<file path="config.mk">
export PLATFORM = sky130hd
export DESIGN_NAME = sat_add_arbiter
export DESIGN_NICKNAME = d
export VERILOG_FILES = /design/src/rtl/sat_add_pkg.sv /design/src/rtl/sat_add_core.sv /design/src/rtl/sat_add_arbiter.sv
export SDC_FILE = /design/constraint.sdc
export NUM_CORES = 1
export LEC_CHECK = 0
export BUFFER_PORTS_ARGS = -buffer_cell sky130_fd_sc_hd__clkbuf_2
export CAP_MARGIN = 20
export CORE_ASPECT_RATIO = 0.9
export CORE_MARGIN = 2
export CORE_UTILIZATION = 45
export CTS_CLUSTER_SIZE = 28
export DETAILED_ROUTE_END_ITERATION = 12
export PLACE_DENSITY = 0.77
export RECOVER_POWER = 100
export SLEW_MARGIN = 30
export SYNTH_ARGS = -nofsm -noshare
export SYNTH_HDL_FRONTEND = slang
export SYNTH_SLANG_ARGS = --single-unit
</file>
<file path="constraint.sdc">
create_clock -name clk -period 4.93 [get_ports clk]
set_input_delay 0.2465 -clock clk [delete_from_list [all_inputs] [get_ports clk]]
set_output_delay 0.2465 -clock clk [all_outputs]
set_load 0.05 [all_outputs]
</file>
<file path="src/rtl/sat_add_pkg.sv">
// Shared types and defaults for the round-robin saturating-adder arbiter.
package sat_add_pkg;

    typedef enum logic {EMPTY, FULL} state_e;

    localparam int unsigned DefNReq = 4;
    localparam int unsigned DefW    = 4;

    // Requester index width, never narrower than one bit.
    function automatic int unsigned id_width(input int unsigned n_req);
        return (n_req <= 2) ? 1 : $clog2(n_req);
    endfunction

endpackage

</file>
<file path="src/rtl/sat_add_core.sv">
// Combinational W-bit two's-complement adder that clamps on signed overflow.
module sat_add_core #(
    parameter int unsigned W = 4
) (
    input  logic [W-1:0] a,
    input  logic [W-1:0] b,
    output logic [W-1:0] sum,
    output logic         pos_sat,
    output logic         neg_sat
);

    logic [W-1:0] raw;

    always_comb begin
        raw     = a + b;
        // Overflow is only possible when both operands share a sign the result lacks.
        pos_sat = ~a[W-1] & ~b[W-1] & raw[W-1];
        neg_sat = a[W-1] & b[W-1] & ~raw[W-1];
        if (pos_sat) begin
            sum = {1'b0, {(W-1){1'b1}}};
        end else if (neg_sat) begin
            sum = {1'b1, {(W-1){1'b0}}};
        end else begin
            sum = raw;
        end
    end

endmodule

</file>
<file path="src/rtl/sat_add_arbiter.sv">
// Round-robin arbiter sharing one saturating adder among N_REQ requesters,
// with a one-entry tagged result register on a valid/ready output.
module sat_add_arbiter
    import sat_add_pkg::*;
#(
    parameter int unsigned N_REQ = DefNReq,
    parameter int unsigned W     = DefW
) (
    input  logic                           clk,
    input  logic                           rst,
    input  logic [N_REQ-1:0]               req_valid,
    output logic [N_REQ-1:0]               req_ready,
    input  logic [N_REQ*W-1:0]             req_a,
    input  logic [N_REQ*W-1:0]             req_b,
    output logic                           res_valid,
    input  logic                           res_ready,
    output logic [W-1:0]                   res_sum,
    output logic [id_width(N_REQ)-1:0]     res_id,
    output logic [1:0]                     res_sat
);

    localparam int unsigned IdW  = id_width(N_REQ);
    localparam int unsigned IdW1 = IdW + 1;

    state_e           state_q;
    logic [IdW-1:0]   ptr_q, ptr_d;
    logic [W-1:0]     sum_q;
    logic [IdW-1:0]   id_q;
    logic [1:0]       sat_q;

    logic [N_REQ-1:0] rot;
    logic [IdW-1:0]   offset;
    logic [IdW1-1:0]  sum_idx;
    logic [IdW-1:0]   win_id;
    logic [N_REQ-1:0] grant;
    logic             can_accept;
    logic             xfer;

    logic [W-1:0]     op_a, op_b, core_sum;
    logic             core_pos, core_neg;

    // Rotate so that ptr lands on bit 0, priority-encode, then rotate the index back.
    always_comb begin
        rot    = N_REQ'({req_valid, req_valid} >> ptr_q);
        offset = '0;
        for (int k = N_REQ - 1; k >= 0; k--) begin
            if (rot[k]) begin
                offset = IdW'(k);
            end
        end
        sum_idx = {1'b0, ptr_q} + {1'b0, offset};
        if (sum_idx >= IdW1'(N_REQ)) begin
            sum_idx = sum_idx - IdW1'(N_REQ);
        end
        win_id = sum_idx[IdW-1:0];
        grant  = '0;
        if (|req_valid) begin
            grant[win_id] = 1'b1;
        end
        ptr_d = (win_id == IdW'(N_REQ - 1)) ? '0 : win_id + 1'b1;
    end

    assign can_accept = (state_q == EMPTY) | res_ready;
    assign req_ready  = grant & {N_REQ{can_accept & ~rst}};
    assign xfer       = |req_ready;

    assign op_a = req_a[int'(win_id) * W +: W];
    assign op_b = req_b[int'(win_id) * W +: W];

    sat_add_core #(
        .W (W)
    ) u_core (
        .a       (op_a),
        .b       (op_b),
        .sum     (core_sum),
        .pos_sat (core_pos),
        .neg_sat (core_neg)
    );

    always_ff @(posedge clk or posedge rst) begin
        if (rst) begin
            state_q <= EMPTY;
            ptr_q   <= '0;
            sum_q   <= '0;
            id_q    <= '0;
            sat_q   <= '0;
        end else if (xfer) begin
            state_q <= FULL;
            ptr_q   <= ptr_d;
            sum_q   <= core_sum;
            id_q    <= win_id;
            sat_q   <= {core_pos, core_neg};
        end else if (state_q == FULL && res_ready) begin
            state_q <= EMPTY;
        end
    end

    assign res_valid = (state_q == FULL);
    assign res_sum   = sum_q;
    assign res_id    = id_q;
    assign res_sat   = sat_q;

endmodule

</file>
==> results of run 1 <==
worst min-delay path by stage:
stage,endpoint,slack [ps],depth (start not counted)
floorplan,ptr_q[0],100,1
global placement,res_valid,250,2
detailed placement,res_sum[0],270,2
CTS,res_valid,190,2
global route,res_valid,220,2
finish,res_valid,180,2
stage by stage:
stage	worst slack, ps	util
CTS	916	0.581
global route	635	0.570
finish	932	0.570
detailed placement	943	0.567
floorplan	1190	-
global placement	1100	0.567
final cells by class:
type | instances | area, um^2
fillers | 257 | 1160
multi-input cells | 82 | 860
flip-flops and latches | 11 | 275
repair buffers | 53 | 253
inverters | 24 | 90.1
well taps | 30 | 37.5
clock buffers | 4 | 26.3
cells by family (layout without fill, tap and decap cells):
logic type               after synthesis  count (layout)
multiplexers                          16              16
adder cells (fa/ha/maj)               11              11
AO/OA/AOI/OAI                         21              21
XOR/XNOR                               4               4
buffers and inverters                 29              81
flip-flops                            11              11
AND/OR/NAND/NOR                       30              30
cells in the mapped netlist:
cell / number / share of area
a21boi_0: 1 / 0.0059
o41ai_2: 1 / 0.013
or2b_1: 1 / 0.0059
xnor2_1: 2 / 0.014
a31oi_1: 1 / 0.0050
nor2_1: 9 / 0.027
a221oi_2: 1 / 0.012
buf_2: 3 / 0.012
nand2b_1: 3 / 0.015
fa_1: 1 / 0.016
nor4_1: 1 / 0.0050
and2_1: 5 / 0.025
o32ai_2: 1 / 0.013
and3_1: 1 / 0.0050
clkinv_1: 1 / 0.0030
mux4_1: 12 / 0.25
ha_1: 10 / 0.099
buf_1: 1 / 0.0030
o21ai_0: 3 / 0.012
mux2_2: 3 / 0.027
dfrtp_1: 11 / 0.22
nor3_1: 3 / 0.012
xor2_1: 1 / 0.0069
a32oi_2: 1 / 0.013
o31ai_1: 4 / 0.024
inv_1: 23 / 0.068
buf_6: 1 / 0.0089
xnor2_2: 1 / 0.013
mux2i_1: 1 / 0.0079
o32ai_1: 1 / 0.0069
o211ai_1: 1 / 0.0059
a21o_1: 1 / 0.0059
nand2_1: 7 / 0.021
a21oi_1: 3 / 0.012
o21ai_1: 1 / 0.0040
o31a_1: 1 / 0.0069
routing by layer:
metal,vias up,share of wire,global-route usage
met4,0,0.0074,0.0704
met3,2,0.049,0.00709
met2,39,0.53,0.321
met1,499,0.41,0.196
li1,545,-,-
met5,-,0,0
flip-flops by register name (all words and copies together), names as in the netlist:
name	flops
ptr_q	2
res_id	2
res_sat	2
res_sum	4
res_valid	1
==> insert_results.sql, run 1 <==
INSERT INTO impl_metrics (metric_group, metric, value, unit) VALUES
('layout', 'design_area', '0.00154', 'mm^2'),
('global_route', 'antenna_found_initial', '0', ''),
('routing', 'routed_wire_length', '2560', 'um'),
('sta', 'timing_worst_slew_pin_value', '766', 'ps'),
('synth', 'post_synth_xor_area_fraction', '0.0337', ''),
('sta', 'final.hold.worst_slack', '180', 'ps'),
('worst_setup_path', 'worstSetupPathDepth', '12', ''),
('worst_setup_path', 'worstPathArrival', '4170', 'ps'),
('floorplanning', 'ios', '52', ''),
('floorplanning', 'starting_utilization_of_the_core_area', '0.467', ''),
('worst_setup_path', 'critical_path.slowest_cell', 'mux4_1', ''),
('clock_network', 'cts_num_sinks', '11', ''),
('sta', 'final.setup_skew', '1.73', 'ps'),
('routing', 'detailed_route_via_count', '1085', ''),
('sta', 'maxSlewHeadroom', '0.487', ''),
('worst_setup_path', 'r2r_end', 'res_sum[2]', ''),
('synth', 'synth_adder_area_share', '0.115', ''),
('worst_setup_path', 'critical_path.startpoint', 'ptr_q[0]', ''),
('run_status', 'outcome', 'completed', ''),
('worst_setup_path', 'cp_data_required_time', '5100', 'ps'),
('sta', 'fmax', '250', 'MHz'),
('worst_setup_path', 'cp-end-kind', 'register', ''),
('synth', 'synth_simple_gate_area_share', '0.115', ''),
('global_route', 'grt_remaining_overflow', '0', ''),
('place', 'finalWeightedCongestion', '0.874', ''),
('worst_setup_path', 'regToRegSetupSlack', '930', 'ps'),
('routing', 'firstDrtPassIters', '4', ''),
('clock_network', 'cts-root-to-sink-buffers', '2', ''),
('routing', 'detail_route.drc_violations', '0', ''),
('layout', 'layout-area-overhead-vs-synth', '22.1', '%'),
('global_route', 'vias_in_the_first_global_route', '1029', ''),
('floorplanning', 'floorplan.die.width', '59.8', 'um'),
('clock_network', 'cts_hold_repair.buffers', '1', ''),
('synth', 'synthesis.area', '0.00126', 'mm^2'),
('worst_setup_path', 'rr_startpoint', 'ptr_q[0]', ''),
('floorplanning', 'design.die.area', '0.00325', 'mm^2'),
('clock_network', 'worstSkewPairLatency', '280', 'ps'),
('clock_network', 'numCtsBuffers', '3', ''),
('routing', 'drt_iter0_drc', '59', ''),
('place', 'hpwl', '2150', 'um'),
('hold_path', 'hold_sp', 'res_ready', ''),
('job', 'maxCapViolations', '0', ''),
('worst_setup_path', 'critPathCapture', 'res_sum[2]', ''),
('routing', 'routedWlPerCell', '12.6', 'um'),
('synth', 'yosysWarningCount', '0', ''),
('floorplanning', 'die_height', '54.3', 'um'),
('place', 'placed_cells', '199', ''),
('worst_setup_path', 'reg2reg_depth', '12', ''),
('worst_setup_path', 'timing.critical_path.slowest_cell_delay', '660', 'ps'),
('clock_network', 'cts_max_level', '1', ''),
('place', 'place_area', '0.00153', 'mm^2'),
('sta', 'drv_slew', '0', ''),
('synth', 'yosysUniqueCellTypes', '36', ''),
('worst_setup_path', 'path_common_cell', 'ha_1', ''),
('routing', 'drt-vias-per-instance', '5.32', ''),
('clock_network', 'tritoncts', 'yes', ''),
('worst_setup_path', 'timing.critical_path.max_delay_family', 'multiplexers', ''),
('synth', 'synth_top_family_by_area', 'multiplexers', ''),
('clock_network', 'postCtsResizedCells', '0', ''),
('layout', 'final_layout_size_suffix_gt1_frac', '0.276', ''),
('synth', 'synth_cells', '122', ''),
('synth', 'syn_area_per_cell', '10.3', 'um^2'),
('synth', 'synth.yosys.seq_area_share', '0.218', ''),
('worst_setup_path', 'critPathLaunchType', 'register', ''),
('clock_network', 'post_cts_buffers', '0', ''),
('floorplanning', 'core_area', '0.00270', 'mm^2'),
('sta', 'min_period', '4000', 'ps'),
('hold_path', 'min-delay-path-class', 'in -> reg', ''),
('place', 'io_buffers', '51', ''),
('global_route', 'track_usage', '0.168', ''),
('layout', 'mostFrequentLayoutCell', 'clkbuf_2', '');
Power of run 1 is not shown: default switching activity piles up to over one toggle a cycle in this logic, so the estimate is an artifact.
==> run 2, diff against run 1 <==
--- a/config.mk
+++ b/config.mk
@@ -5,6 +5,7 @@
 export SDC_FILE = /design/constraint.sdc
 export NUM_CORES = 1
 export LEC_CHECK = 0
+export ABC_AREA = 1
 export BUFFER_PORTS_ARGS = -buffer_cell sky130_fd_sc_hd__clkbuf_2
 export CAP_MARGIN = 20
 export CORE_ASPECT_RATIO = 0.9
==> constraint.sdc (replaced) <==
create_clock -name clk -period 3.73 [get_ports clk]
set_input_delay 0.1865 -clock clk [delete_from_list [all_inputs] [get_ports clk]]
set_output_delay 0.1865 -clock clk [all_outputs]
set_load 0.05 [all_outputs]
==> run 2 against run 1 <==
Setup slack got worse by 500 ps. Critical path depth rose by 8. Flip-flop and latch count did not move. Clock-buffer cell count did not move. Critical endpoint unchanged. Synthesized cell count rose by 71%. Hold slack got worse by 55 ps. Die area fell by 1.1%. Global-route usage rose by 2.3 points. Core utilization barely moved. Wire length rose by 9.5%. Via count rose by 26%. Cell area barely moved.
==> insert_results.sql, run 2 <==
INSERT INTO impl_metrics (metric_group, metric, value, unit) VALUES
('run_status', 'outcome', 'completed', ''),
('layout', 'final_layout_size_suffix_gt1_frac', '0.212', ''),
('worst_setup_path', 'cp_data_required_time', '3870', 'ps'),
('global_route', 'track_usage', '0.190', ''),
('synth', 'ys_seq_elements', '11', ''),
('worst_setup_path', 'critPathBufInv', '2', ''),
('clock_network', 'tritoncts', 'yes', ''),
('floorplanning', 'starting_utilization_of_the_core_area', '0.462', ''),
('sta', 'report.final.hold_viol_count', '0', ''),
('worst_setup_path', 'worstPathArrival', '3440', 'ps'),
('clock_network', 'cts-root-buf', 'clkbuf_4', ''),
('worst_setup_path', 'regToRegSetupSlack', '430', 'ps'),
('sta', 'timing_worst_slew_pin_value', '605', 'ps'),
('clock_network', 'worst_setup_hold_path_clk_slew', '70', 'ps'),
('routing', 'detail_route.drc_violations', '0', ''),
('layout', 'mostFrequentLayoutCell', 'nand2_1', ''),
('sta', 'grt_setup_unrepaired', 'false', ''),
('worst_setup_path', 'critical_path.slowest_cell', 'dfrtp_1', ''),
('worst_setup_path', 'critPathLaunchType', 'register', ''),
('routing', 'firstDrtPassIters', '4', ''),
('synth', 'synth_cells', '209', ''),
('sta', 'min_period_over_period', '0.885', ''),
('floorplanning', 'floorplan.die.width', '59.5', 'um'),
('global_route', 'antenna_found_initial', '0', ''),
('synth', 'synth_commonest_cells', 'nand2_1, nand3_1, inv_1', ''),
('routing', 'detailed_route_via_count', '1372', ''),
('clock_network', 'post_cts_buffers', '0', ''),
('worst_setup_path', 'path_common_cell', 'nand2_1', ''),
('sta', 'final.setup.tns', '0', 'ps'),
('floorplanning', 'die_height', '54.0', 'um'),
('place', 'finalWeightedCongestion', '0.820', ''),
('synth', 'synthesis.area', '0.00125', 'mm^2'),
('sta', 'fmax', '303', 'MHz'),
('clock_network', 'cts-root-to-sink-buffers', '2', ''),
('clock_network', 'cts_max_level', '1', ''),
('synth', 'synthDominantAreaCellType', 'nand2_1', ''),
('clock_network', 'cts_num_sinks', '11', ''),
('clock_network', 'worstSkewPairLatency', '260', 'ps'),
('global_route', 'grt_remaining_overflow', '0', ''),
('place', 'io_buffers', '51', ''),
('layout', 'num-nets-final', '310', ''),
('worst_setup_path', 'cp-end-kind', 'register', ''),
('synth', 'asyncSetResetFlopFracSynth', '1.00', ''),
('floorplanning', 'core.rowCount', '18', ''),
('layout', 'layout-area-overhead-vs-synth', '23.7', '%'),
('hold_path', 'min-delay-path-class', 'in -> reg', ''),
('synth', 'synth_edf_count', '0', ''),
('layout', 'layout_common_cells', 'nand2_1, clkbuf_2, nand3_1, inv_1', ''),
('routing', 'drt-vias-per-instance', '4.75', ''),
('global_route', 'maximum_number_of_pins_on_one_net_before_global_route_repair', '21', ''),
('synth', 'yosysUniqueCellTypes', '23', ''),
('synth', 'syn_area_per_cell', '5.97', 'um^2'),
('clock_network', 'numCtsBuffers', '3', ''),
('synth', 'synth.yosys.seq_area_share', '0.221', ''),
('floorplanning', 'core_area', '0.00270', 'mm^2'),
('synth', 'yosysTopAreaCellShare', '0.274', ''),
('sta', 'drv_slew', '0', ''),
('job', 'maxCapViolations', '0', ''),
('worst_setup_path', 'critPathKind', 'reg -> reg', ''),
('synth', 'yosysWarningCount', '0', ''),
('floorplanning', 'ios', '52', ''),
('sta', 'maxSlewHeadroom', '0.598', ''),
('layout', 'antenna_cells', '0', ''),
('synth', 'syn_nets', '259', ''),
('synth', 'synth.most_common_cell', 'nand2_1', ''),
('worst_setup_path', 'critPathMaxFanout', '16', ''),
('routing', 'postRouteAntennaNets', '0', ''),
('sta', 'setup_viol', '0', ''),
('global_route', 'grt_first_pass_wirelength', '4720', 'um'),
('layout', 'largest_reg_flops', '4', ''),
('place', 'hpwl', '2310', 'um'),
('global_route', 'vias_in_the_first_global_route', '1163', ''),
('routing', 'drt_iter0_drc', '32', ''),
('routing', 'routedWlPerCell', '9.71', 'um'),
('routing', 'routed_wire_length', '2810', 'um'),
('worst_setup_path', 'timing.critical_path.cells', 'inv_2 > nand2_1 > nand3_1 > nand2_1 > nand3_1 > a21boi_0 > ha_1 > xor2_1 > inv_1 > nand3_4 > nand2_4 > nand2_1 > nand2_1 > ha_1 > a21oi_1 > nand3b_1 > nand3_1 > nand2_1 > o21ai_0 > nand2_1', ''),
('synth', 'synthFlopType', 'dfrtp_1', ''),
('worst_setup_path', 'timing.critical_path.slowest_cell_delay', '460', 'ps'),
('sta', 'min_period', '3300', 'ps'),
('sta', 'final.setup_skew', '1.96', 'ps'),
('synth', 'synth_area_leaders', 'nand2_1, dfrtp_1, nand3_1, ha_1, inv_1', ''),
('worst_setup_path', 'timing.critical_path.max_delay_family', 'simple AND/OR/NAND/NOR gates', ''),
('floorplanning', 'design.die.area', '0.00321', 'mm^2');
[run 2: cell count changes after synthesis, moves of 4 or more]
cell	previous run	this run
and2_1	5	0
mux4_1	12	0
nand2_1	7	91
nand3_1	0	26
o21ai_0	3	13
o31ai_1	4	0
or2_2	0	6
[run 2: final timing paths]
check,from,to,depth (start not counted)
max,ptr_q[0],res_sum[2],20
min,res_ready,res_valid,2
max reg2reg,ptr_q[0],res_sum[2],20
min reg2reg,res_sum[1],res_sum[1],2
max in group asynchronous,rst,res_sum[0],3
min in group asynchronous,rst,ptr_q[1],3
[run 2: worst register-to-register path, cell delays in order, from the launching register on]
cell and delay, ps:
dfrtp_1 460, inv_2 90, nand2_1 80, nand3_1 60, nand2_1 100, nand3_1 80
a21boi_0 200, ha_1 190, xor2_1 230, inv_1 110, nand3_4 180, nand2_4 150
nand2_1 100, nand2_1 50, ha_1 330, a21oi_1 190, nand3b_1 140, nand3_1 150
nand2_1 100, o21ai_0 120, nand2_1 70
[run 2: logic make-up after synthesis]
logic type	after synthesis	synth area share
simple gates	134	0.453
buf+inv	30	0.100
compound gates	21	0.0953
fa+ha+maj	11	0.116
flops	11	0.221
xor+xnor	2	0.0140
[run 2: per-stage QoR]
stage          setup WS, ps  utilization  instance area [um^2]  cells  hold WS, ps
2_1_floorplan           761            -                  1250    209         38.9
3_3_place_gp            568        0.558                  1510    284          189
3_5_place_dp            324        0.558                  1510    284          184
4_1_cts                 290        0.572                  1550    289          125
5_1_grt                16.9        0.571                  1540    289          131
6_report                428        0.571                  1540    289          125
[run 2: per-layer routing]
metal	share of wire	GRT usage
met2	0.44	0.335
met4	0.0061	0.0444
met1	0.49	0.252
met3	0.064	0.0192
met5	0	0
[run 2: layout make-up]
type	count	area [um^2]
clock buffers	4	26.3
fillers	289	1160
inverters	23	86.3
multi-input cells	168	860
flip-flops and latches	11	275
well taps	30	37.5
repair buffers	53	258
[run 2: timing repair]
action / 4_1_cts / 5_1_grt
hold endpoints to repair: 11 / 0
endpoints found under the setup margin: 0 / 5
resized for setup: 0 / 2
hold buffers: 1 / 0
Power of run 2 is left out for the same reason.
==> run 3, diff against run 2 <==
--- a/config.mk
+++ b/config.mk
@@ -5,7 +5,6 @@
 export SDC_FILE = /design/constraint.sdc
 export NUM_CORES = 1
 export LEC_CHECK = 0
-export ABC_AREA = 1
 export BUFFER_PORTS_ARGS = -buffer_cell sky130_fd_sc_hd__clkbuf_2
 export CAP_MARGIN = 20
 export CORE_ASPECT_RATIO = 0.9
==> run 3 against run 2 <==
Cell count down 26%. Hold slack lost 9.4 ps. Maximum frequency shrank 5.7%. Cell area grew 5.0%. Flip-flop and latch count unchanged. Clock skew up 1.6 ps. Non-clock buffer count rose by 9. Global-route usage is 1.7 points lower. Critical path depth decreased by 7. Critical path type unchanged.
==> insert_results.sql, run 3 (synthesis results as in run 1) <==
INSERT INTO impl_metrics (metric_group, metric, value, unit) VALUES
('layout', 'multiInputGateArea', '875', 'um^2'),
('worst_setup_path', 'path_common_cell', 'ha_1', ''),
('floorplanning', 'starting_utilization_of_the_core_area', '0.467', ''),
('clock_network', 'cts_max_level', '1', ''),
('clock_network', 'tritoncts', 'yes', ''),
('global_route', 'grt_remaining_overflow', '0', ''),
('sta', 'final.hold.worst_slack', '116', 'ps'),
('place', 'io_buffers', '51', ''),
('layout', 'seqCellArea', '277', 'um^2'),
('sta', 'maxSlewHeadroom', '0.589', ''),
('floorplanning', 'floorplan.die.width', '59.8', 'um'),
('worst_setup_path', 'critPathMaxFanout', '12', ''),
('worst_setup_path', 'timing.critical_path.slowest_cell_delay', '570', 'ps'),
('layout', 'layout-area-overhead-vs-synth', '28.3', '%'),
('run_status', 'outcome', 'completed', ''),
('routing', 'detailed_route_via_count', '1130', ''),
('worst_setup_path', 'critical_path.slowest_cell', 'mux4_1', ''),
('layout', 'antenna_cells', '0', ''),
('global_route', 'grt_first_pass_wirelength', '4130', 'um'),
('routing', 'routedWlPerCell', '12.5', 'um'),
('floorplanning', 'design.die.area', '0.00325', 'mm^2'),
('global_route', 'track_usage', '0.174', ''),
('sta', 'grt_setup_unrepaired', 'false', ''),
('routing', 'firstDrtPassIters', '4', ''),
('floorplanning', 'ios', '52', ''),
('clock_network', 'cts_num_sinks', '11', ''),
('floorplanning', 'die_height', '54.3', 'um'),
('worst_setup_path', 'reg2reg_depth', '13', ''),
('sta', 'report.final.hold_viol_count', '0', ''),
('sta', 'min_period_over_period', '0.939', ''),
('global_route', 'vias_in_the_first_global_route', '1048', ''),
('hold_path', 'whs_path_cells', '2', ''),
('global_route', 'maximum_number_of_pins_on_one_net_before_global_route_repair', '14', ''),
('layout', 'num-nets-final', '234', ''),
('layout', 'layout_common_cells', 'clkbuf_2, inv_1, clkbuf_1, mux4_1', ''),
('routing', 'routed_wire_length', '2660', 'um'),
('worst_setup_path', 'critPathLaunchType', 'register', ''),
('routing', 'drt-vias-per-instance', '5.31', ''),
('layout', 'final_layout_size_suffix_gt1_frac', '0.322', ''),
('floorplanning', 'core_area', '0.00270', 'mm^2'),
('sta', 'final.setup_skew', '3.52', 'ps'),
('worst_setup_path', 'cp_data_required_time', '3890', 'ps'),
('worst_setup_path', 'worstPathArrival', '3660', 'ps'),
('place', 'finalWeightedCongestion', '0.847', ''),
('worst_setup_path', 'critPathKind', 'reg -> reg', ''),
('floorplanning', 'core.rowCount', '18', ''),
('place', 'hpwl', '2320', 'um'),
('job', 'maxCapViolations', '0', ''),
('sta', 'min_period', '3500', 'ps'),
('sta', 'timing_worst_slew_pin_value', '619', 'ps'),
('hold_path', 'min-delay-path-class', 'in -> reg', ''),
('worst_setup_path', 'timing.critical_path.max_delay_family', 'compound AO/OA/AOI/OAI gates', ''),
('worst_setup_path', 'timing.critical_path.cells', 'and3_1 > o21ai_0 > o211ai_1 > ha_1 > inv_2 > buf_4 > mux4_1 > ha_1 > a21o_1 > a21oi_1 > xnor2_1 > and2_1 > o31a_1', ''),
('clock_network', 'numCtsBuffers', '3', ''),
('clock_network', 'cts-root-buf', 'clkbuf_4', ''),
('global_route', 'antenna_found_initial', '0', ''),
('worst_setup_path', 'critPathBufInv', '2', ''),
('layout', 'stdcell_count', '213', ''),
('routing', 'postRouteAntennaNets', '0', ''),
('routing', 'drt_iter0_drc', '71', ''),
('sta', 'setup_viol', '0', ''),
('sta', 'fmax', '286', 'MHz'),
('layout', 'mostFrequentLayoutCell', 'clkbuf_2', ''),
('place', 'placed_cells', '206', ''),
('layout', 'finish.utilization', '0.600', ''),
('clock_network', 'cts-root-to-sink-buffers', '2', ''),
('layout', 'fillers', '250', ''),
('worst_setup_path', 'cp-end-kind', 'register', ''),
('sta', 'final.setup.tns', '0', 'ps'),
('routing', 'detail_route.drc_violations', '0', ''),
('layout', 'largest_reg_flops', '4', ''),
('worst_setup_path', 'worstSetupPathDepth', '13', ''),
('clock_network', 'worst_setup_hold_path_clk_slew', '70', 'ps'),
('clock_network', 'worstSkewPairLatency', '270', 'ps'),
('sta', 'drv_slew', '0', '');
## run 3: changes by cell type in the layout (fill, tap and decap cells not counted), sizes merged, moves of 3 or more
cell	change
o21ai	-9
nor3	+3
mux2	+3
or2	-6
nand2	-86
and2	+5
mux4	+12
o31ai	+4
buf	+7
nand2b	+3
nand3	-27
## run 3: area by class of cell
type                    count  share of cell area
clock buffers               4              0.0162
inverters                  24              0.0556
multi-input cells          82               0.540
flip-flops and latches     11               0.171
well taps                  30              0.0232
repair buffers             62               0.195
## run 3: through the flow
step / cell area (um^2) / worst slack [ps]
detailed placement: 1590 / 123
floorplan: 1260 / 185
global route: 1620 / 11.0
finish: 1620 / 228
global placement: 1590 / 271
CTS: 1620 / 94.3
## run 3: metal layers
layer  part of all wire  global-route usage  vias up
met2               0.54               0.346       41
li1                   -                   -      566
met5                  0                   0        -
met3              0.051              0.0284        7
met1               0.39               0.178      516
met4              0.020              0.0741        0
## run 3: final timing paths
| check | endpoint | slack [ps] | startpoint |
|---|---|---|---|
| max | res_sum[2] | 230 | ptr_q[0] |
| min | res_valid | 120 | res_ready |
| max reg2reg | res_sum[2] | 230 | ptr_q[0] |
| min reg2reg | res_id[0] | 480 | res_id[0] |
| max in group asynchronous | ptr_q[0] | 2960 | rst |
| min in group asynchronous | res_id[1] | 460 | rst |
## run 3: worst reg2reg max path: cells and delay by family (launching register included)
family	cells	cell delay, ps
adders and majority gates	2	560
DFF	1	480
xor gates and xnor gates	1	150
buffers and inverters	2	300
muxes	1	570
and+or+nand+nor	2	370
AOI/OAI and AO/OA	5	950
## run 3: repair_timing
item	4_1_cts	5_1_grt
hold buffers	1	0
endpoints found under the setup margin	0	6
buffers inserted	0	2
hold endpoints to repair	11	0
resized for setup	0	3
Power of run 3 is left out for the same reason.
